**config.mk**
```make
export PLATFORM = sky130hd
export DESIGN_NAME = free_list_nport_flat
export DESIGN_NICKNAME = d
export VERILOG_FILES = /design/src/rtl/rename_pkg.sv /design/src/rtl/free_list_nport_if.sv /design/src/rtl/fl_port_compact.sv /design/src/rtl/free_list_nport.sv /design/src/flat_wrapper.sv
export SDC_FILE = /design/constraint.sdc
export NUM_CORES = 2
export LEC_CHECK = 0
export ABC_CLOCK_PERIOD_IN_PS = 8900
export BUFFER_PORTS_ARGS = -buffer_cell sky130_fd_sc_hd__buf_2
export CORE_MARGIN = 4
export CORE_UTILIZATION = 61
export CTS_CLUSTER_DIAMETER = 200
export DETAILED_ROUTE_END_ITERATION = 12
export PLACE_DENSITY = 0.78
export SETUP_SLACK_MARGIN = 0.05
export SYNTH_ARGS = -nofsm -noshare
export SYNTH_HDL_FRONTEND = slang
export SYNTH_HIERARCHICAL = 1
export SYNTH_SLANG_ARGS = --single-unit
```
**constraint.sdc**
```tcl
create_clock -name clk -period 8.9 [get_ports clk]
set_input_delay 0.89 -clock clk [delete_from_list [all_inputs] [get_ports clk]]
set_output_delay 0.89 -clock clk [all_outputs]
set_load 0.02 [all_outputs]
```
**src/rtl/rename_pkg.sv**
```systemverilog
// Shared rename-stage constants and types for the physical-register free list.
package rename_pkg;

    localparam int DEF_FL_DEPTH    = 64;
    localparam int DEF_TAG_W       = 7;
    localparam int DEF_TAG_BASE    = 32;
    localparam int DEF_ALLOC_PORTS = 3;
    localparam int DEF_FREE_PORTS  = 3;
    localparam int DEF_NUM_CKPT    = 8;

    typedef logic [DEF_TAG_W-1:0] phys_tag_t;

endpackage

```
**src/rtl/free_list_nport_if.sv**
```systemverilog
// Rename/commit-side bundle of the N-port free list: alloc, free and checkpoint controls.
interface free_list_nport_if
    import rename_pkg::*;
#(
    parameter int ALLOC_PORTS = DEF_ALLOC_PORTS,
    parameter int FREE_PORTS  = DEF_FREE_PORTS,
    parameter int TAG_W       = DEF_TAG_W,
    parameter int CKPT_W      = $clog2(DEF_NUM_CKPT),
    parameter int CNT_W       = $clog2(DEF_FL_DEPTH) + 1
);

    logic [ALLOC_PORTS-1:0]             alloc_req;
    logic                               alloc_ready;
    logic [ALLOC_PORTS-1:0][TAG_W-1:0]  alloc_tag;
    logic [ALLOC_PORTS-1:0]             alloc_valid;
    logic [FREE_PORTS-1:0]              free_en;
    logic [FREE_PORTS-1:0][TAG_W-1:0]   free_tag;
    logic                               ckpt_save;
    logic [CKPT_W-1:0]                  ckpt_save_id;
    logic                               ckpt_restore;
    logic [CKPT_W-1:0]                  ckpt_restore_id;
    logic [CNT_W-1:0]                   count;
    logic                               empty;
    logic                               full;
    logic                               free_overflow;

    modport master (
        output alloc_req, free_en, free_tag,
               ckpt_save, ckpt_save_id, ckpt_restore, ckpt_restore_id,
        input  alloc_ready, alloc_tag, alloc_valid,
               count, empty, full, free_overflow
    );

    modport slave (
        input  alloc_req, free_en, free_tag,
               ckpt_save, ckpt_save_id, ckpt_restore, ckpt_restore_id,
        output alloc_ready, alloc_tag, alloc_valid,
               count, empty, full, free_overflow
    );

endinterface

```
**src/rtl/fl_port_compact.sv**
```systemverilog
// Prefix popcount of a per-port enable vector: each port gets the number of
// enabled ports below it (its slot offset), plus the total enabled count.
module fl_port_compact
    import rename_pkg::*;
#(
    parameter int N     = 3,
    parameter int IDX_W = 2
)(
    input  logic [N-1:0]            i_en,
    output logic [N-1:0][IDX_W-1:0] o_offset,
    output logic [IDX_W-1:0]        o_total
);

    // Running count, LSB port first, so the k-th set bit gets offset k.
    always_comb begin
        logic [IDX_W-1:0] w_acc;
        w_acc    = {IDX_W{1'b0}};
        o_offset = '0;
        for (int i = 0; i < N; i++) begin
            o_offset[i] = w_acc;
            w_acc       = w_acc + IDX_W'(i_en[i]);
        end
        o_total = w_acc;
    end

endmodule

```
**src/rtl/free_list_nport.sv**
```systemverilog
// N-port physical-tag free list: circular buffer of free tags with compacted
// multi-port alloc/free and head-pointer checkpoints for mispredict recovery.
module free_list_nport
    import rename_pkg::*;
#(
    parameter int FL_DEPTH    = DEF_FL_DEPTH,
    parameter int TAG_W       = DEF_TAG_W,
    parameter int TAG_BASE    = DEF_TAG_BASE,
    parameter int ALLOC_PORTS = DEF_ALLOC_PORTS,
    parameter int FREE_PORTS  = DEF_FREE_PORTS,
    parameter int NUM_CKPT    = DEF_NUM_CKPT
)(
    input  logic               clk,
    input  logic               rst_n,
    free_list_nport_if.slave   bus
);

    localparam int AW     = $clog2(FL_DEPTH);
    localparam int PW     = AW + 1;
    localparam int AIDX_W = $clog2(ALLOC_PORTS + 1);
    localparam int FIDX_W = $clog2(FREE_PORTS + 1);

    logic [TAG_W-1:0] r_mem  [FL_DEPTH];
    logic [PW-1:0]    r_slot [NUM_CKPT];
    logic [PW-1:0]    r_head;
    logic [PW-1:0]    r_tail;
    logic             r_overflow;

    logic [PW-1:0]    w_count;
    logic [PW-1:0]    w_head_nxt;
    logic [PW-1:0]    w_tail_nxt;
    logic [PW:0]      w_free_sum;
    logic             w_ready;
    logic             w_free_ovf;
    logic [AW-1:0]    w_aidx [ALLOC_PORTS];
    logic [AW-1:0]    w_fidx [FREE_PORTS];

    logic [ALLOC_PORTS-1:0][AIDX_W-1:0] w_aoff;
    logic [AIDX_W-1:0]                  w_atot;
    logic [FREE_PORTS-1:0][FIDX_W-1:0]  w_foff;
    logic [FIDX_W-1:0]                  w_ftot;

    fl_port_compact #(.N(ALLOC_PORTS), .IDX_W(AIDX_W)) u_alloc_compact (
        .i_en     (bus.alloc_req),
        .o_offset (w_aoff),
        .o_total  (w_atot)
    );

    fl_port_compact #(.N(FREE_PORTS), .IDX_W(FIDX_W)) u_free_compact (
        .i_en     (bus.free_en),
        .o_offset (w_foff),
        .o_total  (w_ftot)
    );

    // Occupancy and all-or-nothing alloc gate, from the pre-free count.
    always_comb begin
        w_count = r_tail - r_head;
        w_ready = (w_count >= PW'(w_atot));
    end

    // Compacted alloc grant: k-th requester reads mem[head+k], index wraps on low bits.
    always_comb begin
        bus.alloc_valid = '0;
        bus.alloc_tag   = '0;
        for (int i = 0; i < ALLOC_PORTS; i++) begin
            w_aidx[i]          = r_head[AW-1:0] + AW'(w_aoff[i]);
            bus.alloc_valid[i] = bus.alloc_req[i] & w_ready & ~bus.ckpt_restore;
            if (bus.alloc_valid[i]) begin
                bus.alloc_tag[i] = r_mem[w_aidx[i]];
            end else begin
                bus.alloc_tag[i] = {TAG_W{1'b0}};
            end
        end
    end

    // Next head: a restore overrides any grant in the same cycle.
    always_comb begin
        if (bus.ckpt_restore) begin
            w_head_nxt = r_slot[bus.ckpt_restore_id];
        end else if (w_ready) begin
            w_head_nxt = r_head + PW'(w_atot);
        end else begin
            w_head_nxt = r_head;
        end
    end

    // Free group sizing: an overflowing group is dropped whole and tail holds.
    always_comb begin
        w_free_sum = {1'b0, w_count} + (PW+1)'(w_ftot);
        w_free_ovf = (|bus.free_en) & (w_free_sum > (PW+1)'(FL_DEPTH));
        if (w_free_ovf) begin
            w_tail_nxt = r_tail;
        end else begin
            w_tail_nxt = r_tail + PW'(w_ftot);
        end
        for (int i = 0; i < FREE_PORTS; i++) begin
            w_fidx[i] = r_tail[AW-1:0] + AW'(w_foff[i]);
        end
    end

    // Status outputs derived from the registered pointers.
    always_comb begin
        bus.alloc_ready   = w_ready;
        bus.count         = w_count;
        bus.empty         = (w_count == {PW{1'b0}});
        bus.full          = (w_count == PW'(FL_DEPTH));
        bus.free_overflow = r_overflow;
    end

    // Head/tail pointers and the sticky overflow flag.
    always_ff @(posedge clk or negedge rst_n) begin
        if (!rst_n) begin
            r_head     <= {PW{1'b0}};
            r_tail     <= PW'(FL_DEPTH);
            r_overflow <= 1'b0;
        end else begin
            r_head     <= w_head_nxt;
            r_tail     <= w_tail_nxt;
            r_overflow <= r_overflow | w_free_ovf;
        end
    end

    // Checkpoint slots capture the post-grant head; a concurrent restore suppresses the save.
    always_ff @(posedge clk or negedge rst_n) begin
        if (!rst_n) begin
            for (int i = 0; i < NUM_CKPT; i++) begin
                r_slot[i] <= {PW{1'b0}};
            end
        end else if (bus.ckpt_save && !bus.ckpt_restore) begin
            r_slot[bus.ckpt_save_id] <= w_head_nxt;
        end
    end

    // Tag storage: reset seeds entry i with TAG_BASE+i; returned tags land at tail+k.
    always_ff @(posedge clk or negedge rst_n) begin
        if (!rst_n) begin
            for (int i = 0; i < FL_DEPTH; i++) begin
                r_mem[i] <= TAG_W'(TAG_BASE + i);
            end
        end else begin
            for (int i = 0; i < FREE_PORTS; i++) begin
                if (bus.free_en[i] && !w_free_ovf) begin
                    r_mem[w_fidx[i]] <= bus.free_tag[i];
                end
            end
        end
    end

endmodule

```
**src/flat_wrapper.sv**
```systemverilog
// flat-port wrapper written by rule: the top's interface ports become plain ports
module free_list_nport_flat import rename_pkg::*;
#(
    parameter int FL_DEPTH    = DEF_FL_DEPTH,
    parameter int TAG_W       = DEF_TAG_W,
    parameter int TAG_BASE    = DEF_TAG_BASE,
    parameter int ALLOC_PORTS = DEF_ALLOC_PORTS,
    parameter int FREE_PORTS  = DEF_FREE_PORTS,
    parameter int NUM_CKPT    = DEF_NUM_CKPT
)
  (clk, rst_n, bus_alloc_req, bus_free_en, bus_free_tag, bus_ckpt_save, bus_ckpt_save_id, bus_ckpt_restore, bus_ckpt_restore_id, bus_alloc_ready, bus_alloc_tag, bus_alloc_valid, bus_count, bus_empty, bus_full, bus_free_overflow);
  free_list_nport_if #(.ALLOC_PORTS(ALLOC_PORTS), .FREE_PORTS(FREE_PORTS), .TAG_W(TAG_W), .CKPT_W(3), .CNT_W(7)) bus_i ();
  input  logic clk;
  input  logic rst_n;
  input wire logic [$bits(bus_i.alloc_req)-1:0] bus_alloc_req;
  input wire logic [$bits(bus_i.free_en)-1:0] bus_free_en;
  input wire logic [$bits(bus_i.free_tag)-1:0] bus_free_tag;
  input wire logic [$bits(bus_i.ckpt_save)-1:0] bus_ckpt_save;
  input wire logic [$bits(bus_i.ckpt_save_id)-1:0] bus_ckpt_save_id;
  input wire logic [$bits(bus_i.ckpt_restore)-1:0] bus_ckpt_restore;
  input wire logic [$bits(bus_i.ckpt_restore_id)-1:0] bus_ckpt_restore_id;
  output wire logic [$bits(bus_i.alloc_ready)-1:0] bus_alloc_ready;
  output wire logic [$bits(bus_i.alloc_tag)-1:0] bus_alloc_tag;
  output wire logic [$bits(bus_i.alloc_valid)-1:0] bus_alloc_valid;
  output wire logic [$bits(bus_i.count)-1:0] bus_count;
  output wire logic [$bits(bus_i.empty)-1:0] bus_empty;
  output wire logic [$bits(bus_i.full)-1:0] bus_full;
  output wire logic [$bits(bus_i.free_overflow)-1:0] bus_free_overflow;
  assign bus_i.alloc_req = bus_alloc_req;
  assign bus_i.free_en = bus_free_en;
  assign bus_i.free_tag = bus_free_tag;
  assign bus_i.ckpt_save = bus_ckpt_save;
  assign bus_i.ckpt_save_id = bus_ckpt_save_id;
  assign bus_i.ckpt_restore = bus_ckpt_restore;
  assign bus_i.ckpt_restore_id = bus_ckpt_restore_id;
  assign bus_alloc_ready = bus_i.alloc_ready;
  assign bus_alloc_tag = bus_i.alloc_tag;
  assign bus_alloc_valid = bus_i.alloc_valid;
  assign bus_count = bus_i.count;
  assign bus_empty = bus_i.empty;
  assign bus_full = bus_i.full;
  assign bus_free_overflow = bus_i.free_overflow;
  free_list_nport #(.FL_DEPTH(FL_DEPTH), .TAG_W(TAG_W), .TAG_BASE(TAG_BASE), .ALLOC_PORTS(ALLOC_PORTS), .FREE_PORTS(FREE_PORTS), .NUM_CKPT(NUM_CKPT)) u_core (.clk(clk), .rst_n(rst_n), .bus(bus_i));
endmodule
```
## Word level (Yosys, flattened, before mapping)

Cells that the tools add are included.

| cells by class | value |
|---|---|
| $add $sub $neg | 12 |
| $lt $le $gt $ge | 14 |
| equality and inequality tests | 1 |
| muxes and demuxes | 32 |
| bitwise operators | 17 |
| reductions and logical operators | 12 |

Operators by type and width:

| kind | number |
|---|---|
| $bwmux 448 | 3 |
| $mux 448 | 3 |
| $bmux 7 s6 | 3 |
| $demux 7 s6 | 3 |
| $mux 7 | 17 |
| $bwmux 56 | 1 |
| $ge 7x7->1 const B | 6 |
| $not 6->7 | 6 |
| $bmux 7 s3 | 1 |
| $demux 7 s3 | 1 |
| $lt 7x1->1 const B | 3 |
| $add 7x2->7 | 2 |
| $add 6x1->6 | 2 |
| $add 6x2->6 | 2 |
| $add 7x2->8 | 1 |
| $ge 4x4->1 const B | 2 |
| $gt 8x7->1 const B | 1 |
| $logic_and 1x1->1 | 8 |
| $not 3->4 | 2 |
| $and 1x1->1 | 7 |
| $eq 7x7->1 const B | 1 |
| $ge 7x2->1 | 1 |
| $logic_not 7->1 | 1 |
| $sub 7x7->7 | 1 |
| other kinds (7) | 10 |

| storage, ports and cells | value |
|---|---|
| register bits | 519 |
| input bits | 37 |
| output and inout port bits | 35 |
| word-level logic and storage cells | 163 |

## Depth between registers and ports, before layout

| logic depth | value |
|---|---|
| word-level depth | 12 |
| mapped depth | 17 |
| gate-level depth less buffers | 14 |

## By module

Netlist, hierarchy kept.

Modules (own cells, without submodules):

| module | instances | cells each | area an instance (µm²) |
|---|---|---|---|
| free_list_nport | 1 | 3944 | 41633.7 |
| fl_port_compact | 2 | 7 | 66.3 |

## Least setup slack after synthesis

Ideal clock, no wire load.

| timing path | value |
|---|---|
| path type | in2out |
| from | input port bus_alloc_req[0] |
| to | output port bus_alloc_tag[14] |
| arrival | 4208 ps |
| data required time | 8010 ps |
| setup slack | 3802 ps |
| stages | 8 |
| buffers on the path | 1 |
| path through | ha_1 ha_1 fa_1 xnor2_1 clkbuf_1 mux4_2 mux2i_1 a211oi_1 |

| between the ends | value |
|---|---|
| word-level cells in the longest chain between the ends | 7 |
| elaborated cells between the ends (all ways) | 11 |

Ends and longest elaborated chain:

| what | line | source |
|---|---|---|
| start, declared | flat_wrapper.sv:15 | `input wire logic [$bits(bus_i.alloc_req)-1:0] bus_alloc_req;` |
| $add 1x1->2 (*) | fl_port_compact.sv:21 | `w_acc = w_acc + IDX_W'(i_en[i]);` |
| $add 6x2->6 | free_list_nport.sv:66 | `w_aidx[i] = r_head[AW-1:0] + AW'(w_aoff[i]);` |
| $not 6->7 (implied by the code) | free_list_nport.sv:69 | `bus.alloc_tag[i] = r_mem[w_aidx[i]];` |
| $bmux 7 s6 | free_list_nport.sv:69 |  |
| $mux 7 (implied by the code) (2 in a row) | free_list_nport.sv:69 |  |
| $mux 7 (*) | free_list_nport.sv:68 | `if (bus.alloc_valid[i]) begin` |
| end, declared | flat_wrapper.sv:23 | `output wire logic [$bits(bus_i.alloc_tag)-1:0] bus_alloc_tag;` |

Mark *: on every way between the ends. The rest lies on a longest branch, timed or not. The select of a mux whose other input is x is not followed.

## Final worst setup path

| timing path | value |
|---|---|
| from | register u_core.r_head[0] |
| to | output port bus_alloc_tag[8] |

| between the ends | value |
|---|---|
| word-level cells in the longest chain between the ends | 6 |
| elaborated cells between the ends (all ways) | 10 |

Ends and longest elaborated chain:

| what | line | source |
|---|---|---|
| start, declared | free_list_nport.sv:25 | `logic [PW-1:0] r_head;` |
| start signal, assigned | free_list_nport.sv:113 | `r_head <= {PW{1'b0}};` |
| start signal, assigned | free_list_nport.sv:117 | `r_head <= w_head_nxt;` |
| $add 6x1->6 | free_list_nport.sv:66 |  |
| $not 6->7 (implied by the code) | free_list_nport.sv:69 |  |
| $bmux 7 s6 | free_list_nport.sv:69 |  |
| $mux 7 (implied by the code) (2 in a row) | free_list_nport.sv:69 |  |
| $mux 7 (*) | free_list_nport.sv:68 |  |

Marks and branches as above.

==> impl_metrics.tcl <==
set metrics [dict create \
    status "finished, final reports clean" \
    synth_top_cell_area_share_pct 23.4 \
    fin_tns_setup_ns 0 \
    fin_crit_ns 6.59 \
    port_buffers 71 \
    ant_nets 0 \
    worstPathCellList "ha_4 -> fa_4 -> buf_4 -> mux4_2 -> mux4_2 -> mux2i_1 -> a211oi_1 -> buf_2" \
    holdBufCountCts 0 \
    synth_cell_types 79 \
    antenna_found_initial 10 \
    p_leak_uw 0.0176 \
    synth-seq-cells 519 \
    worst_pin_slew_ns 1.39 \
    grt_max_degree 116 \
    start_util_pct 61.9 \
    cts_buffers 59 \
    synthCells 3958 \
    worst_path_max_delay_cell "fa_4" \
    grt_pass1_wl_um 275000 \
    vias_per_cell 8.64 \
    initialDrtViolationCount 8130 \
    cts_resized 0 \
    finalPower_uw 20400 \
    hp-class "primary input to async pin" \
    drv_cap 0 \
    required_ns 8.01 \
    setup.worst_path.class "flip-flop to output port" \
    clock_latency_ns 0.68 \
    drt_wl_total_um 193000 \
    ys.flop_type "dfrtp_1" \
    power.density_mw_per_mm2 453 \
    slowest_delay_ns 1.42 \
    drive_above_1_share_pct 31.3 \
    vias 40972 \
    crit_fanout 54 \
    hpwl_um 124000 \
    grt_pass1_vias 38842 \
    avgSynthCellArea_um2 10.6 \
    h-tree-depth 2 \
    netlist_area_mm2 0.0418 \
    die_area_mm2 0.0727 \
    globalRouteOverflowTotal 0 \
    report.final.slew_viol_count 0 \
    gp_congestion 1.08 \
    drc 0 \
    fill_cells 5176 \
    rows 95 \
    fin_skew_ns 0.0404 \
    post_cts_buffers 0 \
    clockBufferDepth 3 \
    fin_crit_sh_pct 74.1 \
    yosys-top-cells-area "mux4_2 (23%), dfrtp_1 (18%), dfstp_2 (14%)" \
    path_clk_slew_ns 0.06 \
    crit_arrival_ns 5.70 \
    cts_sinks 519 \
    cts_tree "built" \
    routedWlPerCell_um 40.7 \
    first_pass_iters 13 \
    hold_violations 0 \
    root_buffer "clkbuf_16" \
    ys_warn_count 6 \
    setup_violations 0 \
    io_pins 72 \
    synth_edf_count 0 \
    endpoint_kind "output port" \
    ys_seq_area_share_pct 31.8 \
    slew_headroom_pct 7.09 \
    ir_drop_mv 0.444 \
    synth.most_common_cell "mux4_2" \
    die_y_um 270 \
    final_nets 3888 \
    grt.total_usage_pct 51.9 \
    async_flop_share_pct 100 \
    crit_top_cell "mux4_2" \
    clock.fmax_mhz 152 \
    rsz0062_at_grt "false" \
    core_area_mm2 0.0675 \
    start_kind "flip-flop" \
    fp.dieW_um 270 \
    synth_commonest_cells "mux4_2 (434), clkbuf_1 (302), dfrtp_1 (294)" \
    synth_area_leader_cell "mux4_2" \
    areaGrowthSynthToFinish_pct 7.50 \
]
## where the power goes
group	leakage (µW)	total (µW)	switching, µW	internal, µW
Clock	0.000987	2590	1110	1490
Combinational	0.0105	12600	7490	5150
Sequential	0.00613	5130	1490	3640
Total	0.0176	20400	10100	10300
## stage by stage
step,hold WS (ns),setup WS [ns],util [%],area [µm²],std cells
after floorplan,0.445,3.80,-,41800,3962
after global routing,0.281,2.47,66.5,44900,4735
after detailed placement,0.447,2.77,63.5,42900,4623
final,0.217,2.31,66.5,44900,4744
after CTS,0.249,2.73,66.5,44900,4735
after global placement,0.444,2.79,63.5,42900,4623
## layout make-up
type | count | area (µm²) | area share, %
multi-input combinational | 2995 | 27000 | 60.2
sequential | 519 | 13300 | 29.6
clock buffer | 82 | 1670 | 3.73
timing repair buffer | 192 | 1300 | 2.89
tap | 873 | 1090 | 2.43
clock inverter | 30 | 329 | 0.733
inverter | 44 | 165 | 0.368
antenna | 9 | 22.5 | 0.0502
## flip-flops by register name, indices dropped and copies added, names as in the netlist
name                      cells
u_core/r_slot                56
u_core/r_head                 7
u_core/bus.free_overflow      1
u_core/r_mem                448
u_core/r_tail                 7
## critical path, delay by kind of cell (launching register included)
family / cells / cell delay (ns)
multiplexers: 3 / 1.80
buffers and inverters: 2 / 0.73
AO/OA/AOI/OAI: 1 / 0.18
adder cells (fa/ha/maj): 2 / 1.69
flip-flops: 1 / 0.56
## cell families (layout without fill, tap and decap cells)
family                     Yosys count  count (layout)  share of synthesized area (%)
other                                2              15                         0.0180
and+or+nand+nor                    885             885                           9.82
AOI/OAI and AO/OA                 1235            1235                           19.6
DFF                                519             519                           31.8
muxes                              794             794                           32.5
xor gates and xnor gates            35              35                          0.734
buffers and inverters              448             348                           4.16
adders and majority gates           40              40                           1.41
## per-layer routing
metal	vias up	GRT usage [%]	routed length, µm
li1	15433	-	-
met1	19640	63.3	61300
met2	4499	68.9	74500
met3	1386	28.2	36500
met4	14	38.0	20400
met5	-	1.78	370
## final timing paths
kind | slack [ns] | cells after the start | to | startpoint
worst max register to register | 2.91 | 13 | u_core/r_mem[204] | u_core/r_head[2]
min in group clk | 0.46 | 1 | u_core/bus.free_overflow | u_core/bus.free_overflow
worst min register to register | 0.46 | 1 | u_core/bus.free_overflow | u_core/bus.free_overflow
worst min-delay path | 0.22 | 1 | u_core/r_slot[17] | rst_n
worst max-delay path | 2.31 | 8 | bus_alloc_tag[8] | u_core/r_head[0]
max in group asynchronous | 6.64 | 3 | u_core/r_mem[187] | rst_n
## layout by cell type (no fill, tap or decap), drive strengths merged, types with 150 or more instances in the layout
cell   count
buf      192
nor3     155
o22ai    250
mux2i    210
nor2     201
dfstp    225
a21oi    274
mux4     434
dfrtp    294
o21ai    276
mux2     150
nand2    273
(Power assumes the default switching activity.)
